<file path="config.mk">
export PLATFORM = sky130hd
export DESIGN_NAME = exe_mem_stage
export DESIGN_NICKNAME = d
export VERILOG_FILES = /design/src/rtl/exe_mem_stage.sv
export SDC_FILE = /design/constraint.sdc
export NUM_CORES = 1
export LEC_CHECK = 0
export CORE_ASPECT_RATIO = 1.1
export CORE_MARGIN = 1.5
export CORE_UTILIZATION = 41
export CTS_CLUSTER_DIAMETER = 60
export DETAILED_ROUTE_END_ITERATION = 7
export PLACE_DENSITY_LB_ADDON = 0.15
export SKIP_LAST_GASP = 1
export SYNTH_ARGS = -nofsm -noshare
export SYNTH_HDL_FRONTEND = slang
export SYNTH_SLANG_ARGS = --single-unit
export TNS_END_PERCENT = 20
</file>
<file path="constraint.sdc">
create_clock -name clk -period 1.47 [get_ports clk]
set_input_delay 0.441 -clock clk [delete_from_list [all_inputs] [get_ports clk]]
set_output_delay 0.441 -clock clk [all_outputs]
set_load 0.005 [all_outputs]
</file>
<file path="src/rtl/exe_mem_stage.sv">
// EXE->MEM pipeline register plus NZCV status register; 1-cycle latency, status feeds cin.
// Backpressure: freeze holds every register including status; flush empties the stage.
module exe_mem_stage #(
    parameter int         DATA_W   = 32,
    parameter int         REG_AW   = 4,
    parameter logic [3:0] SR_RESET = 4'b0000
) (
    input  logic              clk,
    input  logic              rst_n,
    input  logic              freeze,
    input  logic              flush,
    input  logic              exe_valid,
    input  logic              exe_wb_en,
    input  logic              exe_mem_r_en,
    input  logic              exe_mem_w_en,
    input  logic              exe_s,
    input  logic [DATA_W-1:0] exe_result,
    input  logic [3:0]        exe_sr,
    input  logic [DATA_W-1:0] exe_st_val,
    input  logic [REG_AW-1:0] exe_dest,
    output logic              mem_valid,
    output logic              mem_wb_en,
    output logic              mem_mem_r_en,
    output logic              mem_mem_w_en,
    output logic [DATA_W-1:0] mem_result,
    output logic [DATA_W-1:0] mem_st_val,
    output logic [REG_AW-1:0] mem_dest,
    output logic [3:0]        status,
    output logic              cin
);

    typedef struct packed {
        logic              valid;
        logic              wb_en;
        logic              mem_r_en;
        logic              mem_w_en;
        logic [DATA_W-1:0] result;
        logic [DATA_W-1:0] st_val;
        logic [REG_AW-1:0] dest;
    } stage_t;

    stage_t     stage_q, stage_d;
    logic [3:0] status_q, status_d;

    always_comb begin
        stage_d  = stage_q;
        status_d = status_q;
        if (!freeze) begin
            if (flush) begin
                stage_d = '0;
            end else begin
                stage_d.valid    = exe_valid;
                stage_d.wb_en    = exe_wb_en & exe_valid;
                stage_d.mem_r_en = exe_mem_r_en & exe_valid;
                stage_d.mem_w_en = exe_mem_w_en & exe_valid;
                stage_d.result   = exe_result;
                stage_d.st_val   = exe_st_val;
                stage_d.dest     = exe_dest;
                // Only a live S-bit instruction may touch the architectural flags.
                if (exe_valid && exe_s) begin
                    status_d = exe_sr;
                end
            end
        end
    end

    always_ff @(posedge clk) begin
        if (!rst_n) begin
            stage_q  <= '0;
            status_q <= SR_RESET;
        end else begin
            stage_q  <= stage_d;
            status_q <= status_d;
        end
    end

    assign mem_valid    = stage_q.valid;
    assign mem_wb_en    = stage_q.wb_en;
    assign mem_mem_r_en = stage_q.mem_r_en;
    assign mem_mem_w_en = stage_q.mem_w_en;
    assign mem_result   = stage_q.result;
    assign mem_st_val   = stage_q.st_val;
    assign mem_dest     = stage_q.dest;
    assign status       = status_q;
    assign cin          = status_q[2];

endmodule

</file>
## Word-level counts from Yosys, hierarchy flattened

Cells that the tools add are included.

- Flip-flop bits (word level): 76
- Bits of input ports: 81
- Output and inout bits: 77
- Word-level logic and storage cells: 16

- Multiplexer cells: 1
- Bitwise gates (word level): 5
- Reduce and logical (&&, ||, !) cells: 2

Operators by type and width:

| cell | count |
|---|---|
| 72-bit two-way mux | 1 |
| 1-bit AND | 3 |
| 3-bit AND reduction | 1 |
| 1-bit NOT | 2 |
| 1-bit logical AND | 1 |

## Depth between registers and ports, before layout

Gate-level depths: netlist of the first run.

- Word-level depth: 2
- Mapped depth: 5
- Mapped depth without buffers: 2

## Least setup slack after synthesis of the first run

OpenSTA, ideal clock, no wires.

- Path kind: input to register
- From: input port flush
- To: register stage_q, in the netlist mem_dest[2]
- Setup time: 66 ps
- Data arrival time: 1205 ps
- Required time: 1404 ps
- Path slack: 199 ps
- Stages on the path: 4
- Path buffers: 2
- Cell sequence: buf_2 -> buf_2 -> or3b_1 -> a21boi_2

- Word-level cells in the longest chain between the ends: 1

Ends and longest elaborated chain:

| item | RTL line | source |
|---|---|---|
| from (decl) | 11 | `input logic flush,` |
| 72-bit two-way mux | 49 | `if (flush) begin` |
| to (signal assigned) | 72 | `stage_q <= stage_d;` |
| to (decl) | 42 | `stage_t stage_q, stage_d;` |

Every way passes these cells.
A chain may end at the register's enable or synchronous reset.

## Final worst setup path of the first run

- From: register status_q[2], in the netlist status[2]
- To: output port status[2]

RTL lines:

| item | RTL line | source |
|---|---|---|
| from (decl) | 43 | `logic [3:0] status_q, status_d;` |
| from (signal assigned) | 73 | `status_q <= status_d;` |
| to (decl) | 28 | `output logic [3:0] status,` |

No word-level cell between the ends.

==> results of run 1 <==
==> worst min-delay path, cell delays in order, from the launching register on <==
cell      delay, ns
dfxtp_1        0.31
nand2_1        0.06
a21boi_1       0.05
==> synthesized netlist by cell type <==
master	count	area, sq um
mux2i_1	4	40.0
a21boi_2	50	563
or3b_1	69	604
buf_2	9	45.0
clkbuf_2	8	40.0
nand4bb_1	3	33.8
and4bb_2	1	12.5
clkbuf_1	14	52.6
nand2_1	80	300
dfxtp_1	76	1520
a21boi_1	19	143
a21boi_0	3	22.5
buf_6	2	22.5
buf_4	1	7.51
==> kinds of logic (layout without fill, tap and decap cells) <==
family / count (synthesis) / after routing / share of synthesized area (%)
buffers and inverters: 34 / 188 / 4.92
AND/OR/NAND/NOR: 153 / 153 / 27.9
AO/OA/AOI/OAI: 72 / 72 / 21.4
flip-flops: 76 / 76 / 44.6
multiplexers: 4 / 4 / 1.17
==> registers in the layout (all words and copies together), names as in the netlist <==
register	flops
mem_result	32
mem_mem_r_en	1
mem_valid	1
mem_st_val	32
status	4
mem_dest	4
mem_mem_w_en	1
mem_wb_en	1
==> where the power goes <==
| group | leakage [uW] | switching (uW) | internal [uW] |
|---|---|---|---|
| logic | 0.00141 | 235 | 476 |
| clock network | 0.000131 | 746 | 1350 |
| registers | 0.000623 | 36.4 | 2140 |
==> layer usage <==
metal / vias up / GRT usage [%] / share of wire [%]
li1: 1465 / - / -
met1: 1286 / 22.1 / 44
met2: 93 / 30.8 / 48
met3: 7 / 6.64 / 7.9
met4: 0 / 4.76 / 0.74
met5: - / 0 / 0
==> layout make-up <==
class	instances	area, sq um	share of cell area, %
well taps	108	135	2.49
flip-flops and latches	76	1530	28.2
multi-input cells	229	1720	31.7
repair buffers	172	1770	32.7
clock inverters	4	120	2.22
clock buffers	12	145	2.68
==> through the flow <==
stage / hold slack [ns] / worst slack [ns] / instance area (sq um) / util, % / power, uW
after floorplan: 0.447 / 0.199 / 3410 / - / 2510
after global placement: 0.440 / -0.0495 / 5130 / 64.2 / 2940
after detailed placement: 0.452 / -0.0733 / 5130 / 64.2 / 2950
after CTS: 0.459 / -0.185 / 5380 / 67.3 / 5050
after global routing: 0.471 / -0.204 / 5420 / 67.8 / 5190
final: 0.457 / -0.161 / 5420 / 67.8 / 4980
==> final timing paths <==
kind | endpoint | slack, ns | cells after the start
max | status[2] | -0.16 | 1
min | mem_st_val[31]$_SDFFE_PN0N_ | 0.46 | 2
max reg2reg | mem_mem_w_en$_SDFFE_PN0N_ | 0.87 | 2
min reg2reg | mem_st_val[31]$_SDFFE_PN0N_ | 0.46 | 2
==> qor.yml, run 1 <==
synth_area_sq_mm: 0.00341
first_iter_violations: 103
critical_path_required_ns: 1.03
hold_viol_final: 0
ys_warn_count: 0
drv_cap: 0
clk_pin_slew_worst_paths_ns: 0.08
syn_inst: 339
clockBufferDepth: 2
drt_pass1_iterations: 4
synth_seq_area_share_pct: 44.6
cts_sinks: 76
grt_usage_pct: 18.2
setup_viol: 50
die_y_um: 98.6
drtAntennaViolNets: 0
grt_pass1_vias: 2830
rsz0062_at_grt: "yes"
synthesis.nets: 420
setup_ws_ns: -0.161
min_from: "mem_st_val[31]$_SDFFE_PN0N_"
critPathCaptureType: "output port"
drt_wl_total_um: 8010
synth.avg_cell_area_sq_um: 10.1
h-tree-depth: 3
violations: "setup timing"
slew_viol_final: 0
arrival_ns: 1.19
die_area_sq_mm: 0.00887
cts_tree: "built"
wl_per_cell_um: 13.3
cts_hold_buf: 0
grt_overflow: 0
vias_per_cell: 4.74
postCtsSetupBuffers: 0
antenna_found_initial: 0
rr_startpoint: "mem_mem_w_en$_SDFFE_PN0N_"
critPathSlowestCell: "clkdlybuf4s50_1"
critPathKind: "reg2out"
fin_crit_ns: 1.63
drive_above_1_share_pct: 18.5
portBuffers: 157
nFillCells: 659
crit_buf_inv: 1
num_io_pins: 158
insertion_delay_ns: 0.34
worst-path-max-fanout: 3
die_w_um: 89.9
ys_types: 14
final_cell_mix: "127 x clkdlybuf4s50_1, 80 x nand2_1, 69 x or3b_1, 68 x dfxtp_1, 50 x a21boi_2"
grt_pass1_wl_um: 13300
outcome: "finished, violations left"
place_congestion: 0.730
power.leakage_uw: 0.00216
clockRootBuffer: "clkbuf_8"
slew_headroom_pct: 77.9
p_per_area_mw_per_mm2: 918
cts.repair.resized: 17
post-route-period-util_pct: 111
dp.cells: 585
clock_skew_ns: 0
n_antenna_cell: 0
worstSetupStartpointType: "flop"
min_path_type: "reg2reg"
initial_core_util_pct: 42.6
route.detailed.drc: 0
area_growth_pct: 59.1
hpwlAfterDp_um: 5540
fin_nets: 569
dr_total_vias: 2851
num_rows: 34
cts_buffers: 9
critPathMaxStageDelay_ns: 0.51
fmax_mhz: 613
worstMarginPinSlew_ns: 0.331
grt_max_degree: 81
worstSetupStartpoint: "status[2]$_SDFFE_PN0P_"
fin_cells: 601
core_sq_mm: 0.00800
crit_chain: "clkdlybuf4s50_1"
layout_commonest_cell: "clkdlybuf4s50_1"
ir_drop_mv: 0.546
ys_seq_elements: 76
setup_tns_ns: -7.16
crit_family: "buffers and inverters"
No activity file was read; power rests on OpenSTA's default activity.
==> inputs of run 2 (changes only) <==
--- a/config.mk
+++ b/config.mk
@@ -7,10 +7,10 @@
 export LEC_CHECK = 0
 export CORE_ASPECT_RATIO = 1.1
 export CORE_MARGIN = 1.5
-export CORE_UTILIZATION = 41
+export CORE_UTILIZATION = 45
 export CTS_CLUSTER_DIAMETER = 60
 export DETAILED_ROUTE_END_ITERATION = 7
-export PLACE_DENSITY_LB_ADDON = 0.15
+export PLACE_DENSITY = 0.83
 export SKIP_LAST_GASP = 1
 export SYNTH_ARGS = -nofsm -noshare
 export SYNTH_HDL_FRONTEND = slang
==> constraint.sdc (replaced) <==
create_clock -name clk -period 2 [get_ports clk]
set_input_delay 0.6 -clock clk [delete_from_list [all_inputs] [get_ports clk]]
set_output_delay 0.6 -clock clk [all_outputs]
set_load 0.005 [all_outputs]
==> qor.yml, run 2 (synthesis gave the netlist of run 1 again) <==
grt_max_degree: 81
critPathSlowestCell: "clkdlybuf4s50_1"
critPathMaxStageDelay_ns: 0.54
min_path_type: "reg2reg"
p_seq_share_pct: 49.7
clockBufferDepth: 2
wl_per_cell_um: 14.5
cts.repair.resized: 0
power.leakage_uw: 0.00181
h-tree-depth: 3
clockRootBuffer: "clkbuf_8"
grt_pass1_vias: 2693
worst-path-max-fanout: 2
antenna_found_initial: 0
cts_buffers: 9
pwr-share-clk_pct: 34.0
cts_tree: "built"
crit_buf_inv: 1
grt_overflow: 0
fin_crit_ns: 1.81
clk_pin_slew_worst_paths_ns: 0.08
grt_usage_pct: 20.2
setup_viol: 0
hold_viol_final: 0
num_io_pins: 158
internal_power_uw: 2460
cts_sinks: 76
area_growth_pct: 53.3
critPathCaptureType: "output port"
place_congestion: 0.754
die_area_sq_mm: 0.00811
drtAntennaViolNets: 0
portBuffers: 157
outcome: "completed"
layout_commonest_cell: "clkdlybuf4s50_1"
drv_cap: 0
p_sw_uw: 748
die_y_um: 94.3
critical_path_required_ns: 1.40
cts_hold_buf: 0
dr_total_vias: 2849
worstMarginPinSlew_ns: 0.432
die_w_um: 86.0
core_sq_mm: 0.00739
drive_above_1_share_pct: 15.9
arrival_ns: 1.21
p_total_uw: 3210
n_antenna_cell: 0
slew_headroom_pct: 71.2
comb_power_share_pct: 16.3
first_iter_violations: 73
vias_per_cell: 4.98
crit_family: "buffers and inverters"
setup_tns_ns: 0
postCtsSetupBuffers: 0
route.detailed.drc: 0
ir_drop_mv: 0.458
clock_skew_ns: 0
drt_pass1_iterations: 4
fmax_mhz: 551
num_rows: 33
crit_chain: "clkdlybuf4s50_1"
drt_wl_total_um: 8270
fin_nets: 561
insertion_delay_ns: 0.34
grt_pass1_wl_um: 12900
worstSetupStartpointType: "flop"
hpwlAfterDp_um: 5660
rsz0062_at_grt: "no"
post-route-period-util_pct: 90.7
p_per_area_mw_per_mm2: 615
critPathKind: "reg2out"
slew_viol_final: 0
initial_core_util_pct: 46.1
final_cell_mix: "154 x clkdlybuf4s50_1, 80 x nand2_1, 76 x dfxtp_1, 69 x or3b_1, 50 x a21boi_2"
p_sw_share_pct: 23.3
[run 2: cell type report]
class / instances / area, sq um
fill: 562 / 2170
multi-input combinational: 229 / 1720
timing repair buffer: 164 / 1690
sequential: 76 / 1520
clock buffer: 12 / 165
tap: 87 / 109
clock inverter: 4 / 22.5
[run 2: per-stage QoR]
| step | std cells | hold slack, ns | setup slack [ns] | util (%) | instance area [sq um] |
|---|---|---|---|---|---|
| 2_1_floorplan | 339 | 0.447 | 0.570 | - | 3410 |
| 3_3_place_gp | 556 | 0.439 | 0.263 | 68.1 | 5040 |
| 3_5_place_dp | 556 | 0.450 | 0.248 | 68.1 | 5040 |
| 4_1_cts | 572 | 0.462 | 0.167 | 70.7 | 5220 |
| 5_1_grt | 572 | 0.479 | 0.131 | 70.7 | 5220 |
| 6_report | 572 | 0.460 | 0.186 | 70.7 | 5220 |
[run 2: layer usage]
layer  part of all wire (%)  vias up  global-route usage, %
li1                       -     1444                      -
met1                     41     1291                   23.2
met2                     49       96                   34.0
met3                    7.9       18                   7.56
met4                    2.3        0                   7.80
met5                      0        -                      0
[run 2: worst paths after layout]
path | to | depth (start not counted) | slack (ns) | startpoint
setup / recovery | mem_result[22] | 1 | 0.19 | mem_result[22]$_SDFFE_PN0N_
hold / removal | mem_result[20]$_SDFFE_PN0N_ | 2 | 0.46 | mem_result[20]$_SDFFE_PN0N_
hold reg to reg | mem_result[20]$_SDFFE_PN0N_ | 2 | 0.46 | mem_result[20]$_SDFFE_PN0N_
setup reg to reg | mem_wb_en$_SDFFE_PN0N_ | 2 | 1.33 | mem_wb_en$_SDFFE_PN0N_
[run 2: power groups by stage]
stage / sequential [uW] / combinational [uW] / clock, uW
detailed placement: 1630 / 525 / 0
CTS: 1600 / 529 / 1120
floorplan: 1640 / 212 / 0
global placement: 1630 / 517 / 0
global route: 1600 / 563 / 1190
finish: 1600 / 523 / 1090
